**src/rtl/pwm_pkg.sv**
```systemverilog
// Constants and types shared by the PWM generator and the PWM duty decoder, so the
// high-time mapping used on both sides cannot drift apart.
package pwm_pkg;

  localparam int unsigned DUTY_W     = 12;
  localparam int unsigned CNT_W      = 12;
  localparam int unsigned GLITCH_LEN = 4;

  localparam logic [CNT_W-1:0] PERIOD_NOM = 12'd2000;
  localparam logic [CNT_W-1:0] POS_OFFSET = 12'd1330;
  localparam logic [CNT_W-1:0] NEG_OFFSET = 12'd780;

  localparam logic signed [DUTY_W:0] DUTY_MAX = 13'sd2047;
  localparam logic signed [DUTY_W:0] DUTY_MIN = -13'sd2048;

  typedef enum logic [1:0] {
    IDLE,
    HIGH,
    LOW
  } pwm_state_e;

  // Inverse of the generator mapping: positive duty above POS_OFFSET, negative below
  // NEG_OFFSET, deadband in between.
  function automatic logic signed [DUTY_W-1:0] duty_from_high(input logic [CNT_W-1:0] hcnt);
    logic signed [DUTY_W:0] wide;
    wide = '0;
    if (hcnt > POS_OFFSET) begin
      wide = $signed({1'b0, hcnt}) - $signed({1'b0, POS_OFFSET});
    end else if (hcnt < NEG_OFFSET) begin
      wide = $signed({1'b0, hcnt}) - $signed({1'b0, NEG_OFFSET});
    end
    if (wide > DUTY_MAX) begin
      wide = DUTY_MAX;
    end else if (wide < DUTY_MIN) begin
      wide = DUTY_MIN;
    end
    return wide[DUTY_W-1:0];
  endfunction

endpackage

```
**src/rtl/pwm_edge_sync.sv**
```systemverilog
// Synchronizes the asynchronous PWM line and produces single-cycle edge strobes.
// Optional 4-sample stability filter when PWM_DECODE_GLITCH_FILTER_EN is defined.
module pwm_edge_sync
  import pwm_pkg::*;
(
  input  logic clk,
  input  logic rst,
  input  logic pwm_in,
  output logic rise_stb,
  output logic fall_stb
);

  logic sync1_q;
  logic sync2_q;
  logic level;
  logic level_q;

  always_ff @(posedge clk) begin
    if (rst) begin
      sync1_q <= 1'b0;
      sync2_q <= 1'b0;
    end else begin
      sync1_q <= pwm_in;
      sync2_q <= sync1_q;
    end
  end

`ifdef PWM_DECODE_GLITCH_FILTER_EN
  logic       filt_q;
  logic [1:0] stable_q;

  // Level follows the synchronized line only after GLITCH_LEN consecutive differing samples.
  always_ff @(posedge clk) begin
    if (rst) begin
      filt_q   <= 1'b0;
      stable_q <= '0;
    end else if (sync2_q != filt_q) begin
      if (stable_q == 2'(GLITCH_LEN - 1)) begin
        filt_q   <= sync2_q;
        stable_q <= '0;
      end else begin
        stable_q <= stable_q + 2'd1;
      end
    end else begin
      stable_q <= '0;
    end
  end

  assign level = filt_q;
`else
  assign level = sync2_q;
`endif

  always_ff @(posedge clk) begin
    if (rst) begin
      level_q <= 1'b0;
    end else begin
      level_q <= level;
    end
  end

  assign rise_stb = level & ~level_q;
  assign fall_stb = ~level & level_q;

endmodule

```
**src/rtl/pwm_duty_decoder.sv**
```systemverilog
// Measures high time and period of an incoming PWM line and recovers the signed duty.
// Build option PWM_DECODE_GLITCH_FILTER_EN enables the input stability filter.
module pwm_duty_decoder
  import pwm_pkg::*;
#(
  parameter int unsigned PERIOD_TOL = 16,
  parameter int unsigned TIMEOUT    = 4095
) (
  input  logic                     clk,
  input  logic                     rst,
  input  logic                     pwm_in,
  output logic signed [DUTY_W-1:0] duty_ratio,
  output logic        [CNT_W-1:0]  high_cnt,
  output logic        [CNT_W-1:0]  period_cnt,
  output logic                     valid,
  output logic                     period_err,
  output logic                     timeout
);

  localparam logic [CNT_W-1:0] TimeoutCnt = CNT_W'(TIMEOUT);
  localparam logic [CNT_W-1:0] TolCnt     = CNT_W'(PERIOD_TOL);
  localparam logic [CNT_W-1:0] CntOne     = CNT_W'(1);

  logic rise_stb;
  logic fall_stb;

  pwm_edge_sync u_edge_sync (
    .clk      (clk),
    .rst      (rst),
    .pwm_in   (pwm_in),
    .rise_stb (rise_stb),
    .fall_stb (fall_stb)
  );

  pwm_state_e state_q, state_d;
  logic        [CNT_W-1:0]  hcnt_q, hcnt_d;
  logic        [CNT_W-1:0]  pcnt_q, pcnt_d;
  logic signed [DUTY_W-1:0] duty_q, duty_d;
  logic        [CNT_W-1:0]  high_q, high_d;
  logic        [CNT_W-1:0]  period_q, period_d;
  logic                     valid_q, valid_d;
  logic                     perr_q, perr_d;
  logic                     tmo_q, tmo_d;

  logic [CNT_W-1:0] pdev;
  logic             perr_now;

  assign pdev     = (pcnt_q >= PERIOD_NOM) ? (pcnt_q - PERIOD_NOM) : (PERIOD_NOM - pcnt_q);
  assign perr_now = (pdev > TolCnt);

  always_comb begin
    state_d  = state_q;
    hcnt_d   = hcnt_q;
    pcnt_d   = pcnt_q;
    duty_d   = duty_q;
    high_d   = high_q;
    period_d = period_q;
    valid_d  = 1'b0;
    perr_d   = perr_q;
    tmo_d    = tmo_q;

    unique case (state_q)
      IDLE: begin
        if (rise_stb) begin
          hcnt_d  = CntOne;
          pcnt_d  = CntOne;
          state_d = HIGH;
        end
      end

      HIGH: begin
        if (pcnt_q == TimeoutCnt) begin
          state_d = IDLE;
          tmo_d   = 1'b1;
          duty_d  = '0;
          valid_d = 1'b1;
        end else if (fall_stb) begin
          pcnt_d  = pcnt_q + CntOne;
          state_d = LOW;
        end else begin
          hcnt_d = hcnt_q + CntOne;
          pcnt_d = pcnt_q + CntOne;
        end
      end

      LOW: begin
        // A closing edge on the same cycle the limit is reached still completes the frame.
        if (rise_stb) begin
          high_d   = hcnt_q;
          period_d = pcnt_q;
          perr_d   = perr_now;
          duty_d   = duty_from_high(hcnt_q);
          valid_d  = 1'b1;
          tmo_d    = 1'b0;
          hcnt_d   = CntOne;
          pcnt_d   = CntOne;
          state_d  = HIGH;
        end else if (pcnt_q == TimeoutCnt) begin
          state_d = IDLE;
          tmo_d   = 1'b1;
          duty_d  = '0;
          valid_d = 1'b1;
        end else begin
          pcnt_d = pcnt_q + CntOne;
        end
      end

      default: begin
        state_d = IDLE;
      end
    endcase
  end

  always_ff @(posedge clk) begin
    if (rst) begin
      state_q  <= IDLE;
      hcnt_q   <= '0;
      pcnt_q   <= '0;
      duty_q   <= '0;
      high_q   <= '0;
      period_q <= '0;
      valid_q  <= 1'b0;
      perr_q   <= 1'b0;
      tmo_q    <= 1'b0;
    end else begin
      state_q  <= state_d;
      hcnt_q   <= hcnt_d;
      pcnt_q   <= pcnt_d;
      duty_q   <= duty_d;
      high_q   <= high_d;
      period_q <= period_d;
      valid_q  <= valid_d;
      perr_q   <= perr_d;
      tmo_q    <= tmo_d;
    end
  end

  assign duty_ratio = duty_q;
  assign high_cnt   = high_q;
  assign period_cnt = period_q;
  assign valid      = valid_q;
  assign period_err = perr_q;
  assign timeout    = tmo_q;

endmodule
```
**config.mk**
```make
export PLATFORM = sky130hd
export DESIGN_NAME = pwm_duty_decoder
export DESIGN_NICKNAME = d
export VERILOG_FILES = /design/src/rtl/pwm_pkg.sv /design/src/rtl/pwm_edge_sync.sv /design/src/rtl/pwm_duty_decoder.sv
export SDC_FILE = /design/constraint.sdc
export NUM_CORES = 1
export LEC_CHECK = 0
export CAP_MARGIN = 15
export CORE_ASPECT_RATIO = 1.1
export CORE_UTILIZATION = 40
export CTS_CLUSTER_SIZE = 8
export DETAILED_ROUTE_END_ITERATION = 10
export GPL_TIMING_DRIVEN = 0
export PLACE_DENSITY_LB_ADDON = 0.05
export SYNTH_ARGS = -nofsm -noshare
export SYNTH_HDL_FRONTEND = slang
export SYNTH_SLANG_ARGS = --single-unit
```
**constraint.sdc**
```tcl
create_clock -name clk -period 4 [get_ports clk]
set_input_delay 0.8 -clock clk [delete_from_list [all_inputs] [get_ports clk]]
set_output_delay 0.8 -clock clk [all_outputs]
set_load 0.02 [all_outputs]
```
==> results by group <==
CTS
  • Clk slew on worst S/H paths: 70 ps
  • Setup Fix Bufs, Post-CTS: 0
  • Resize count post-CTS: 0
  • Clock latency on the worst-skew pair: 350 ps
  • H-tree Lvls: 3
  • Clk root buf: clkbuf_8
  • CTS Buffer Depth: 2
  • Num CTS Buffers: 9
  • Clock sinks: 68
  • Hold buffer count at CTS: 0
  • CTS tree: built

Floorplanning
  • Starting Density: 0.4101
  • Die H: 107.4 um
  • Top Ports: 42
  • Std-Cell Core Area: 9842 um2
  • Die Wd: 97.78 um
  • Die area: 10,500 um2
  • Std cell rows: 38

Power and ir drop
  • Overall power consumption: 1573 uW
  • Net Sw Frac: 0.3156
  • P_leak: 0.001675 uW
  • PD cells: 330.7 nW/um2
  • Maximum vdd ir drop: 0.1435 mV
  • Comb pwr share: 0.214
  • Clk pwr share: 0.324
  • Sequential Power Share: 0.461
  • Pint: 1077 uW
  • Total net switching power: 496.4 uW

Drt
  • DRC: 4
  • Routed Antenna Nets: 0
  • Vias per inst: 5.644
  • Routed wire length: 11.63 mm
  • Vias: 3,968
  • Initial DRC count: 169
  • Drt wl/cell: 16.55 um
  • Drt pass-1 iters: 8

Hold path
  • HP Class: reg2reg
  • Hold Crit Start: duty_ratio[8]

Cells and area
  • Nets: 601
  • Layout Area Growth over Synthesis: 17.82%
  • Antenna Cells: 0
  • Core Util, Final: 0.4832
  • Share of cells above drive strength 1: 0.08748
  • Fillers: 1,038

Timing
  • Slew @ Worst Pin: 839.9 ps
  • Worst Hold Slack: 453.6 ps
  • Peak Freq: 0.3910 GHz
  • Endpoints failing hold: 0
  • Crit path time final: 2557 ps
  • Final worst path period share: 0.6393
  • Worst setup margin: 1443 ps
  • Max Clock Skew: 8.803 ps
  • Final setup vio count: 0
  • Final TNS setup: 0 ps
  • Worst relative slew slack: 0.4354
  • Max-slew violation count: 0
  • RSZ-0062 raised after global routing: no

Placement
  • Post-Place Worst Slack: 1493 ps
  • Placer Congestion: 0.9029
  • Count of port buffers added during placement: 40
  • DP HPWL: 8.605 mm

Flow run
  • Max Cap Viol: 0

Worst setup path
  • Critical Path Start Type: register
  • Slowest Stage Delay on Critical Path: 410 ps
  • Worst r2r src: hcnt_q[2]
  • Crit path kind: reg2reg
  • Worst EP required: 4220 ps
  • CP Cell Sequence: inv_1 -> ha_1 -> nor3b_1 -> a21oi_1 -> a31oi_1 -> buf_2 -> o22ai_1 -> o21ai_0 -> o21ai_0
  • CP arrival: 2780 ps
  • Worst setup path start: hcnt_q[2]
  • Crit end category: register
  • CP max stage cell: dfxtp_1
  • Most frequent CP cell: o21ai_0
  • Maximum fanout along the worst path: 10

Logic synthesis
  • Yosys warnings: 0
  • Ys async rst share: 0
  • Synth area leaders: dfxtp_1 (34%), nand2_1 (7.9%), a21oi_1 (6.7%), ha_1 (5.9%), o21ai_0 (4.0%)
  • Post-synth EDFFs: 0
  • Register area share after synthesis: 0.3373
  • Top_reg_cell synth: dfxtp_1
  • Mapped Area: 4036 um2
  • Synth top area share: 0.3373
  • Syn Area/Cell: 7.645 um2
  • Syn_nets: 550
  • Yosys cell types: 71
  • Synth area leader: dfxtp_1
  • Register bit total from synthesis: 68
  • Post-synthesis cell count: 528

Global route
  • Initial antenna violation count: 0
  • Routing usage on met1: 0.2419
  • Largest net degree at the start of global routing: 11
  • Global route hottest layer: met2
  • Vias in the first global route: 3,679
  • First-pass GRT wire length: 18.34 mm
  • Met3 Use GR: 0.03247
  • Gr usage total: 0.2240
  • Grt ovf: 0
  • GRT met2 Usage: 0.4088

Run status
  • Failing checks: design-rule violations
  • Outcome: complete, but fails checks
-- metrics by stage --
step                std cells  instance area (um2)
finish                    703                 4756
floorplan                 528                 4036
global route              703                 4756
CTS                       703                 4756
detailed placement        688                 4587
global placement          688                 4587
-- power by group through the flow --
stage	logic, uW	clock network [uW]	registers, uW
after floorplan	265	0	732
after global placement	332	0	740
after detailed placement	337	0	741
after CTS	338	521	725
after global routing	377	546	730
final	337	510	726
-- sequential cells by signal, indices dropped and copies added, names as in the netlist --
register,count
timeout,1
u_edge_sync.level_q,1
period_cnt,12
high_cnt,12
duty_ratio,12
period_err,1
hcnt_q,12
u_edge_sync.level,1
valid,1
u_edge_sync.sync1_q,1
state_q,2
pcnt_q,12
-- path summary, 6_finish.rpt --
kind	endpoint	slack, ps	cells past startpoint
worst min-delay path	duty_ratio[8]	450	2
worst max register to register	duty_ratio[4]	1440	9
worst min register to register	duty_ratio[8]	450	2
worst max-delay path	duty_ratio[4]	1440	9
-- critical path, delay by kind of cell, from the launching register on --
family,cells,cell delay [ps]
DFF,1,410
adders and majority gates,1,170
buffers and inverters,2,510
and+or+nand+nor,1,270
AOI/OAI and AO/OA,5,1080
-- per-layer routing --
layer / vias up / wire [um]
met1: 1889 / 4837
met2: 83 / 5919
met4: 0 / 473
li1: 1965 / -
met3: 31 / 402
met5: - / 0
-- cell families (layout without fill, tap and decap cells) --
kind of cell             Yosys count  count (layout)  share of synthesized area
AND/OR/NAND/NOR                  210             210                     0.2560
AO/OA/AOI/OAI                    153             153                     0.2359
flip-flops                        68              68                     0.3373
buffers and inverters             58             113                    0.06696
adder cells (fa/ha/maj)           19              19                    0.05890
XOR/XNOR                          16              16                    0.03472
multiplexers                       4               4                    0.01023
-- cell type report --
type,count,area (um2),share of cell area
Buffer,38,195.2,0.04104
Clock buffer,13,158.9,0.03341
Clock inverter,2,10.01,0.002105
Inverter,20,75.07,0.01579
Multi-Input combinational cell,402,2405,0.5057
Sequential cell,68,1361,0.2862
Tap cell,120,150.1,0.03157
Timing Repair Buffer,40,400.4,0.08419
-- cells in the final DEF (no fill, tap or decap), drive strengths merged, types with 2 or more instances in the layout --
cell type	synthesis	routed
clkbuf	16	29
a21o	3	3
nor3	18	18
nand2b	7	7
nor2b	9	9
a211oi	6	6
a32oi	3	3
a31oi	3	3
or3	3	3
a22oi	2	2
clkdlybuf4s50	0	40
o32ai	2	2
o221a	2	2
nand4	8	8
inv	20	20
dfxtp	68	68
a21oi	54	54
ha	19	19
buf	22	22
o21ai	42	42
nand2	86	86
a221oi	4	4
xor2	3	3
a22o	2	2
o221ai	3	3
o21bai	2	2
xnor2	13	13
clkinv	0	2
o21a	4	4
nand3	5	5
o22ai	7	7
and2	4	4
and3	4	4
mux2i	3	3
nor3b	3	3
nor4	11	11
nor2	44	44
-- Yosys cell counts, types with 9 or more instances --
cell type	number
o21ai_1	9
clkbuf_1	16
xnor2_1	13
ha_1	19
nor4_1	9
dfxtp_1	68
nor3_1	18
nor2b_1	9
o21ai_0	32
inv_1	20
buf_2	15
nand2_1	85
a21oi_1	54
nor2_1	42
No activity file was read; power rests on OpenSTA's default activity.
